[src/rtl/grf_write_arbiter_pkg.sv]
`default_nettype none
// ============================================================================
// Module      : grf_write_arbiter_pkg
// Description : Shared widths and requester identifiers for the register-file
//               write arbiter slice.
// Revision    : 1.0 - initial release
// ============================================================================
package grf_write_arbiter_pkg;

  // Default register file geometry: 32 registers of 32 bits.
  localparam int c_grf_addr_w = 5;
  localparam int c_grf_data_w = 32;

  // Requester identity; also the encoding of the round-robin pointer, which
  // remembers the requester granted most recently.
  typedef enum logic {
    REQ_A = 1'b0,
    REQ_B = 1'b1
  } req_id_e;

  // The other requester, used to express "the one not granted last".
  function automatic req_id_e other_req(input req_id_e id);
    return (id == REQ_A) ? REQ_B : REQ_A;
  endfunction

endpackage : grf_write_arbiter_pkg
`default_nettype wire

[src/rtl/grf_write_arbiter_if.sv]
`default_nettype none
// ============================================================================
// Module      : grf_write_arbiter_if
// Description : Bundle of the two requester ports, the register-file write
//               port and the bypass lookup port of the write arbiter.
// Revision    : 1.0 - initial release
// ============================================================================
interface grf_write_arbiter_if
  import grf_write_arbiter_pkg::*;
#(
  parameter int ADDR_W = c_grf_addr_w,
  parameter int DATA_W = c_grf_data_w
);

  // Requester A (pipeline writeback)
  logic              A_Valid;
  logic [ADDR_W-1:0] A_Addr;
  logic [DATA_W-1:0] A_Data;
  logic              A_Ready;

  // Requester B (multi-cycle unit)
  logic              B_Valid;
  logic [ADDR_W-1:0] B_Addr;
  logic [DATA_W-1:0] B_Data;
  logic              B_Ready;

  // Registered write port into the register file
  logic              GRF_WEnable;
  logic [ADDR_W-1:0] GRF_WAddr;
  logic [DATA_W-1:0] GRF_WData;

  // Bypass lookup against the staged write
  logic [ADDR_W-1:0] Byp_RAddr1;
  logic [ADDR_W-1:0] Byp_RAddr2;
  logic              Byp_Hit1;
  logic              Byp_Hit2;
  logic [DATA_W-1:0] Byp_Data1;
  logic [DATA_W-1:0] Byp_Data2;

  // Requesters and read-port logic: drive requests and lookup addresses.
  modport master (
    output A_Valid, A_Addr, A_Data,
    output B_Valid, B_Addr, B_Data,
    output Byp_RAddr1, Byp_RAddr2,
    input  A_Ready, B_Ready,
    input  GRF_WEnable, GRF_WAddr, GRF_WData,
    input  Byp_Hit1, Byp_Hit2, Byp_Data1, Byp_Data2
  );

  // The arbiter itself.
  modport slave (
    input  A_Valid, A_Addr, A_Data,
    input  B_Valid, B_Addr, B_Data,
    input  Byp_RAddr1, Byp_RAddr2,
    output A_Ready, B_Ready,
    output GRF_WEnable, GRF_WAddr, GRF_WData,
    output Byp_Hit1, Byp_Hit2, Byp_Data1, Byp_Data2
  );

endinterface : grf_write_arbiter_if
`default_nettype wire

[src/rtl/grf_write_arbiter_rr_arb2.sv]
`default_nettype none
// ============================================================================
// Module      : rr_arb2
// Description : Purely combinational two-way round-robin arbiter. A lone
//               request is always granted; on a tie the requester that was
//               not granted most recently wins. Grants are one-hot or zero.
// Revision    : 1.0 - initial release
// ============================================================================
module rr_arb2
  import grf_write_arbiter_pkg::*;
(
  input  wire logic    i_req_a,
  input  wire logic    i_req_b,
  input  wire req_id_e i_last,
  output logic         o_gnt_a,
  output logic         o_gnt_b
);

  logic w_tie;

  assign w_tie = i_req_a & i_req_b;

  // Resolve the grant: lone requests win outright, ties go to the other side.
  always_comb begin
    o_gnt_a = 1'b0;
    o_gnt_b = 1'b0;
    if (w_tie) begin
      if (other_req(i_last) == REQ_A) begin
        o_gnt_a = 1'b1;
      end else begin
        o_gnt_b = 1'b1;
      end
    end else begin
      o_gnt_a = i_req_a;
      o_gnt_b = i_req_b;
    end
  end

endmodule : rr_arb2
`default_nettype wire

[src/rtl/grf_write_arbiter.sv]
`default_nettype none
// ============================================================================
// Module      : grf_write_arbiter
// Description : Merges writes from the pipeline writeback (A) and a
//               multi-cycle unit (B) into the single register-file write
//               port. One request is accepted per cycle, staged for exactly
//               one cycle, and exposed both as the write port and as a
//               bypass source for two read addresses. Register 0 is never
//               written and never bypassed.
// Revision    : 1.0 - initial release
// ============================================================================
module grf_write_arbiter
  import grf_write_arbiter_pkg::*;
#(
  parameter int ADDR_W = c_grf_addr_w,
  parameter int DATA_W = c_grf_data_w
) (
  input  wire logic          clk,
  input  wire logic          reset,
  grf_write_arbiter_if.slave bus
);

  // Requests masked by reset so nothing is accepted while reset is held.
  logic              w_req_a;
  logic              w_req_b;
  logic              w_gnt_a;
  logic              w_gnt_b;
  logic              w_any_gnt;
  logic [ADDR_W-1:0] w_nxt_addr;
  logic [DATA_W-1:0] w_nxt_data;
  logic              w_stg_live;

  // Stage register and round-robin pointer.
  logic              r_stg_valid;
  logic [ADDR_W-1:0] r_stg_addr;
  logic [DATA_W-1:0] r_stg_data;
  req_id_e           r_last;

  assign w_req_a = bus.A_Valid & ~reset;
  assign w_req_b = bus.B_Valid & ~reset;

  rr_arb2 u_rr_arb2 (
    .i_req_a (w_req_a),
    .i_req_b (w_req_b),
    .i_last  (r_last),
    .o_gnt_a (w_gnt_a),
    .o_gnt_b (w_gnt_b)
  );

  assign bus.A_Ready = w_gnt_a;
  assign bus.B_Ready = w_gnt_b;
  assign w_any_gnt   = w_gnt_a | w_gnt_b;

  // Select the payload of the granted requester for the stage register.
  always_comb begin
    w_nxt_addr = bus.A_Addr;
    w_nxt_data = bus.A_Data;
    if (w_gnt_b) begin
      w_nxt_addr = bus.B_Addr;
      w_nxt_data = bus.B_Data;
    end
  end

  // Stage register and pointer: capture on grant, drain every cycle.
  always_ff @(posedge clk) begin
    if (reset) begin
      r_stg_valid <= 1'b0;
      r_stg_addr  <= '0;
      r_stg_data  <= '0;
      r_last      <= REQ_B;
    end else begin
      r_stg_valid <= w_any_gnt;
      if (w_any_gnt) begin
        // Address and data hold their last value on idle cycles.
        r_stg_addr <= w_nxt_addr;
        r_stg_data <= w_nxt_data;
        r_last     <= w_gnt_b ? REQ_B : REQ_A;
      end
    end
  end

  // A staged write to register 0 is swallowed: no enable, no bypass.
  assign w_stg_live = r_stg_valid & (r_stg_addr != '0);

  assign bus.GRF_WEnable = w_stg_live;
  assign bus.GRF_WAddr   = r_stg_addr;
  assign bus.GRF_WData   = r_stg_data;

  // Bypass: forward the staged data to any matching nonzero read address.
  always_comb begin
    bus.Byp_Hit1  = w_stg_live & (r_stg_addr == bus.Byp_RAddr1);
    bus.Byp_Hit2  = w_stg_live & (r_stg_addr == bus.Byp_RAddr2);
    bus.Byp_Data1 = bus.Byp_Hit1 ? r_stg_data : '0;
    bus.Byp_Data2 = bus.Byp_Hit2 ? r_stg_data : '0;
  end

endmodule : grf_write_arbiter
`default_nettype wire
[src/flat_wrapper.sv]
// flat-port wrapper written by rule: the top's interface ports become plain ports
module grf_write_arbiter_flat import grf_write_arbiter_pkg::*;
#(
  parameter int ADDR_W = c_grf_addr_w,
  parameter int DATA_W = c_grf_data_w
)
  (clk, reset, bus_A_Valid, bus_A_Addr, bus_A_Data, bus_B_Valid, bus_B_Addr, bus_B_Data, bus_Byp_RAddr1, bus_Byp_RAddr2, bus_A_Ready, bus_B_Ready, bus_GRF_WEnable, bus_GRF_WAddr, bus_GRF_WData, bus_Byp_Hit1, bus_Byp_Hit2, bus_Byp_Data1, bus_Byp_Data2);
  grf_write_arbiter_if #(.ADDR_W(ADDR_W), .DATA_W(DATA_W)) bus_i ();
  input  wire logic clk;
  input  wire logic reset;
  input wire logic [$bits(bus_i.A_Valid)-1:0] bus_A_Valid;
  input wire logic [$bits(bus_i.A_Addr)-1:0] bus_A_Addr;
  input wire logic [$bits(bus_i.A_Data)-1:0] bus_A_Data;
  input wire logic [$bits(bus_i.B_Valid)-1:0] bus_B_Valid;
  input wire logic [$bits(bus_i.B_Addr)-1:0] bus_B_Addr;
  input wire logic [$bits(bus_i.B_Data)-1:0] bus_B_Data;
  input wire logic [$bits(bus_i.Byp_RAddr1)-1:0] bus_Byp_RAddr1;
  input wire logic [$bits(bus_i.Byp_RAddr2)-1:0] bus_Byp_RAddr2;
  output wire logic [$bits(bus_i.A_Ready)-1:0] bus_A_Ready;
  output wire logic [$bits(bus_i.B_Ready)-1:0] bus_B_Ready;
  output wire logic [$bits(bus_i.GRF_WEnable)-1:0] bus_GRF_WEnable;
  output wire logic [$bits(bus_i.GRF_WAddr)-1:0] bus_GRF_WAddr;
  output wire logic [$bits(bus_i.GRF_WData)-1:0] bus_GRF_WData;
  output wire logic [$bits(bus_i.Byp_Hit1)-1:0] bus_Byp_Hit1;
  output wire logic [$bits(bus_i.Byp_Hit2)-1:0] bus_Byp_Hit2;
  output wire logic [$bits(bus_i.Byp_Data1)-1:0] bus_Byp_Data1;
  output wire logic [$bits(bus_i.Byp_Data2)-1:0] bus_Byp_Data2;
  assign bus_i.A_Valid = bus_A_Valid;
  assign bus_i.A_Addr = bus_A_Addr;
  assign bus_i.A_Data = bus_A_Data;
  assign bus_i.B_Valid = bus_B_Valid;
  assign bus_i.B_Addr = bus_B_Addr;
  assign bus_i.B_Data = bus_B_Data;
  assign bus_i.Byp_RAddr1 = bus_Byp_RAddr1;
  assign bus_i.Byp_RAddr2 = bus_Byp_RAddr2;
  assign bus_A_Ready = bus_i.A_Ready;
  assign bus_B_Ready = bus_i.B_Ready;
  assign bus_GRF_WEnable = bus_i.GRF_WEnable;
  assign bus_GRF_WAddr = bus_i.GRF_WAddr;
  assign bus_GRF_WData = bus_i.GRF_WData;
  assign bus_Byp_Hit1 = bus_i.Byp_Hit1;
  assign bus_Byp_Hit2 = bus_i.Byp_Hit2;
  assign bus_Byp_Data1 = bus_i.Byp_Data1;
  assign bus_Byp_Data2 = bus_i.Byp_Data2;
  grf_write_arbiter #(.ADDR_W(ADDR_W), .DATA_W(DATA_W)) u_core (.clk(clk), .reset(reset), .bus(bus_i));
endmodule
[config.mk]
export PLATFORM = sky130hd
export DESIGN_NAME = grf_write_arbiter_flat
export DESIGN_NICKNAME = d
export VERILOG_FILES = /design/src/rtl/grf_write_arbiter_pkg.sv /design/src/rtl/grf_write_arbiter_if.sv /design/src/rtl/grf_write_arbiter_rr_arb2.sv /design/src/rtl/grf_write_arbiter.sv /design/src/flat_wrapper.sv
export SDC_FILE = /design/constraint.sdc
export NUM_CORES = 1
export LEC_CHECK = 0
export CELL_PAD_IN_SITES_DETAIL_PLACEMENT = 0
export CELL_PAD_IN_SITES_GLOBAL_PLACEMENT = 2
export CORE_MARGIN = 5
export CORE_UTILIZATION = 19
export DETAILED_ROUTE_END_ITERATION = 6
export PLACE_DENSITY_LB_ADDON = 0.2
export RECOVER_POWER = 100
export SLEW_MARGIN = 20
export SYNTH_ARGS = -nofsm -noshare
export SYNTH_HDL_FRONTEND = slang
export SYNTH_SLANG_ARGS = --single-unit
[constraint.sdc]
create_clock -name clk -period 2.6 [get_ports clk]
set_clock_uncertainty 0.1 [all_clocks]
set_input_delay 0.26 -clock clk [delete_from_list [all_inputs] [get_ports clk]]
set_output_delay 0.26 -clock clk [all_outputs]
set_load 0.05 [all_outputs]
==> reports/summary.txt, run 1 <==
status: finished clean
critical path, cell by cell: or4_1, nor2_4, buf_6, nor4b_1, buf_4, buf_4
Max-cap violations: 0
# rows: 42
DRC violations left: 0
worst min path class: input port to flop
IO buf count: 193
Setup TNS Final: 0 ns
dominant cells by area after synthesis: dfxtp_1 30%, nor4b_1 22%, a221o_1 14%, a2111oi_0 13%, inv_1 5.4%
Slew HR: 30.4%
Final #Nets: 598
initial antenna violation count: 0
register area share after synthesis: 30.3%
Syn Inst Count: 286
Least-Margin Pin Slew: 1.04 ns
# diodes: 0
Clock Tree Buf Depth: 2
Post-synth EDFFs: 0
final hold vios: 0
First-pass DRT Iterations: 5
Inst Count DP: 679
fin crit period: 2.45 ns
Final Cell Area: 5380 sq um
Die Area: 16000 sq um
data arrival at the endpoint of the critical path: 2.09 ns
CTS sink count: 39
RSZ-0062 raised after global routing: false
delay-heaviest family, CP: simple AND/OR/NAND/NOR gates
drt total wl: 13.2 mm
Setup WS pre-CTS: 0.258 ns
global-route wire length before repair: 20.4 mm
GR Overflow Total: 0
layout cell share with drive strength beyond 1: 21.1%
DR vias/cell: 4.90
DRT antenna net count: 0
TritonCTS clock tree: done
CTS root buf: clkbuf_16
WP data required: 2.24 ns
most common cell in the netlist: nor4b_1
crit path max-delay cell type: or4_1
Max Clock Freq: 0.407 GHz
vias in the first global route: 3384
area of the mapped netlist: 2580 sq um
asr flop ratio synth: 0%
via count: 3364
gr usage total: 15.9%
Synth top area share: 30.3%
area grow syn2layout: 108%
hold depth: 3
Reg2Reg Depth: 4
max incr delay on CP: 0.60 ns
setup violators final: 0
core area: 13300 sq um
cell mode on critical path: buf_4
crit-path max FO: 31
area leader, netlist: dfxtp_1
I/O Pins: 194
latest clock arrival within the worst-skew pair: 0.28 ns
largest net degree at the start of global routing: 37
placed inst area: 5730 sq um
CP bufs+invs: 3
Pins Over Slew Limit: 0
WL/cell: 19.3 um
CP Depth: 6
leakage: 2.05 nW
DP HPWL: 9.76 mm
Initial Util: 19.4%
crit end category: primary output
Initial DRC Count: 182
dominant synthesized flop cell: dfxtp_1
Synth Register Bits: 39
final instance count without filler cells: 687
worst vdd ir: 0.000239 V
synth unique cells: 22
PnR worst setup slack: 0.146 ns
CTS H-tree lvls: 2
CTS buffer count: 5
startpoint types: flop
Net Count, Synth: 374
cts hold-fix bufs: 0
Synth top cells by count: 64 x nor4b_1, 39 x dfxtp_1, 37 x a2111oi_0, 37 x inv_1, 36 x a221o_1
width of the die: 127 um
Mean Syn Cell Area: 9.02 sq um
GP Congestion: 0.760
synth warn: 0
crit share post-route: 94.4%
kind of critical path: flop to primary output
r2r setup slk: 0.91 ns
clock-pin slew on the worst setup and hold paths: 0.06 ns
Power per Cell Area: 405 nW/um^2
die height: 127 um
-- where the power goes --
group / total, mW / leakage (nW) / internal, mW / switching, mW
registers: 0.712 / 0.324 / 0.652 / 0.0603
clock network: 0.670 / 0.0761 / 0.409 / 0.261
logic: 0.796 / 1.65 / 0.327 / 0.469
-- cell families (layout without fill, tap and decap cells) --
family                 Yosys count  after routing  synth area share, %
AND/OR/NAND/NOR                 83             83                 25.9
buffers and inverters           79            304                 13.4
AO/OA/AOI/OAI                   75             75                 27.0
flip-flops                      39             39                 30.3
XOR/XNOR                        10             10                 3.39
-- sequential cells by signal, summed over array words and instances (netlist names) --
| register | flops |
|---|---|
| u_core.bus.GRF_WData | 32 |
| u_core.bus.GRF_WAddr | 5 |
| u_core.r_last | 1 |
| u_core.r_stg_valid | 1 |
-- final timing paths --
path	from	to
setup / recovery	u_core.bus.GRF_WAddr[0]	bus_Byp_Data2[12]
hold / removal	bus_B_Valid	u_core.bus.GRF_WAddr[4]
setup reg to reg	u_core.r_last	u_core.bus.GRF_WAddr[4]
hold reg to reg	u_core.bus.GRF_WData[29]	u_core.bus.GRF_WData[29]
-- through the flow --
step           hold WS, ns  utilization, %  power, mW
2_1_floorplan        0.300               -       1.18
3_3_place_gp         0.411            43.1       1.55
3_5_place_dp         0.414            43.1       1.56
6_report             0.422            40.4       2.18
4_1_cts              0.417            44.3       2.24
5_1_grt              0.445            40.4       2.28
-- layout make-up --
type / count / area [sq um]
clock buffer: 7 / 153
clock inverter: 1 / 7.51
fill: 1352 / 7920
inverter: 37 / 139
multi-input combinational: 168 / 1470
sequential: 39 / 781
tap: 176 / 220
timing repair buffer: 259 / 2610
-- layer usage --
layer  global-route usage [%]  vias to the layer above  wire [um]
met2                     28.5                      146       6760
met3                     3.28                       16        848
met4                     3.60                        0        229
li1                         -                     1597          -
met1                     19.6                     1605       5410
met5                        0                        -          0
-- repair_timing --
item / in CTS / in global routing
resized for setup: 0 / 1
endpoints found under the hold margin: 0 / 0
buffers inserted: 0 / 0
setup endpoints to repair: 0 / 10
-- worst min-delay path: cells and delay by family --
family                 cells  cell delay, ns
AOI/OAI and AO/OA          1            0.08
and+or+nand+nor            1            0.20
buffers and inverters      1            0.21
-- layout by cell type (no fill, tap or decap), types with 2 or more instances in the layout --
| master | Yosys | final |
|---|---|---|
| clkdlybuf4s50_1 | 0 | 84 |
| xnor2_1 | 10 | 10 |
| clkbuf_16 | 0 | 5 |
| buf_12 | 0 | 41 |
| a221o_1 | 36 | 36 |
| a2111oi_0 | 37 | 37 |
| dlygate4sd3_1 | 0 | 38 |
| buf_2 | 15 | 3 |
| nor2_1 | 2 | 2 |
| buf_4 | 0 | 40 |
| clkbuf_8 | 0 | 2 |
| nand2_1 | 3 | 3 |
| dfxtp_1 | 39 | 39 |
| nor3_1 | 3 | 3 |
| nor4b_1 | 64 | 64 |
| nand4_1 | 2 | 2 |
| inv_1 | 37 | 37 |
| clkbuf_1 | 23 | 39 |
| clkbuf_4 | 0 | 13 |
| nor2b_1 | 3 | 3 |
No activity file was read; power rests on OpenSTA's default activity.
==> inputs of run 2 (changes only) <==
Settings changed: SLEW_MARGIN 20 to default.
==> results of run 2 <==
The final DEF is identical to that of run 1; final timing and power are the same.
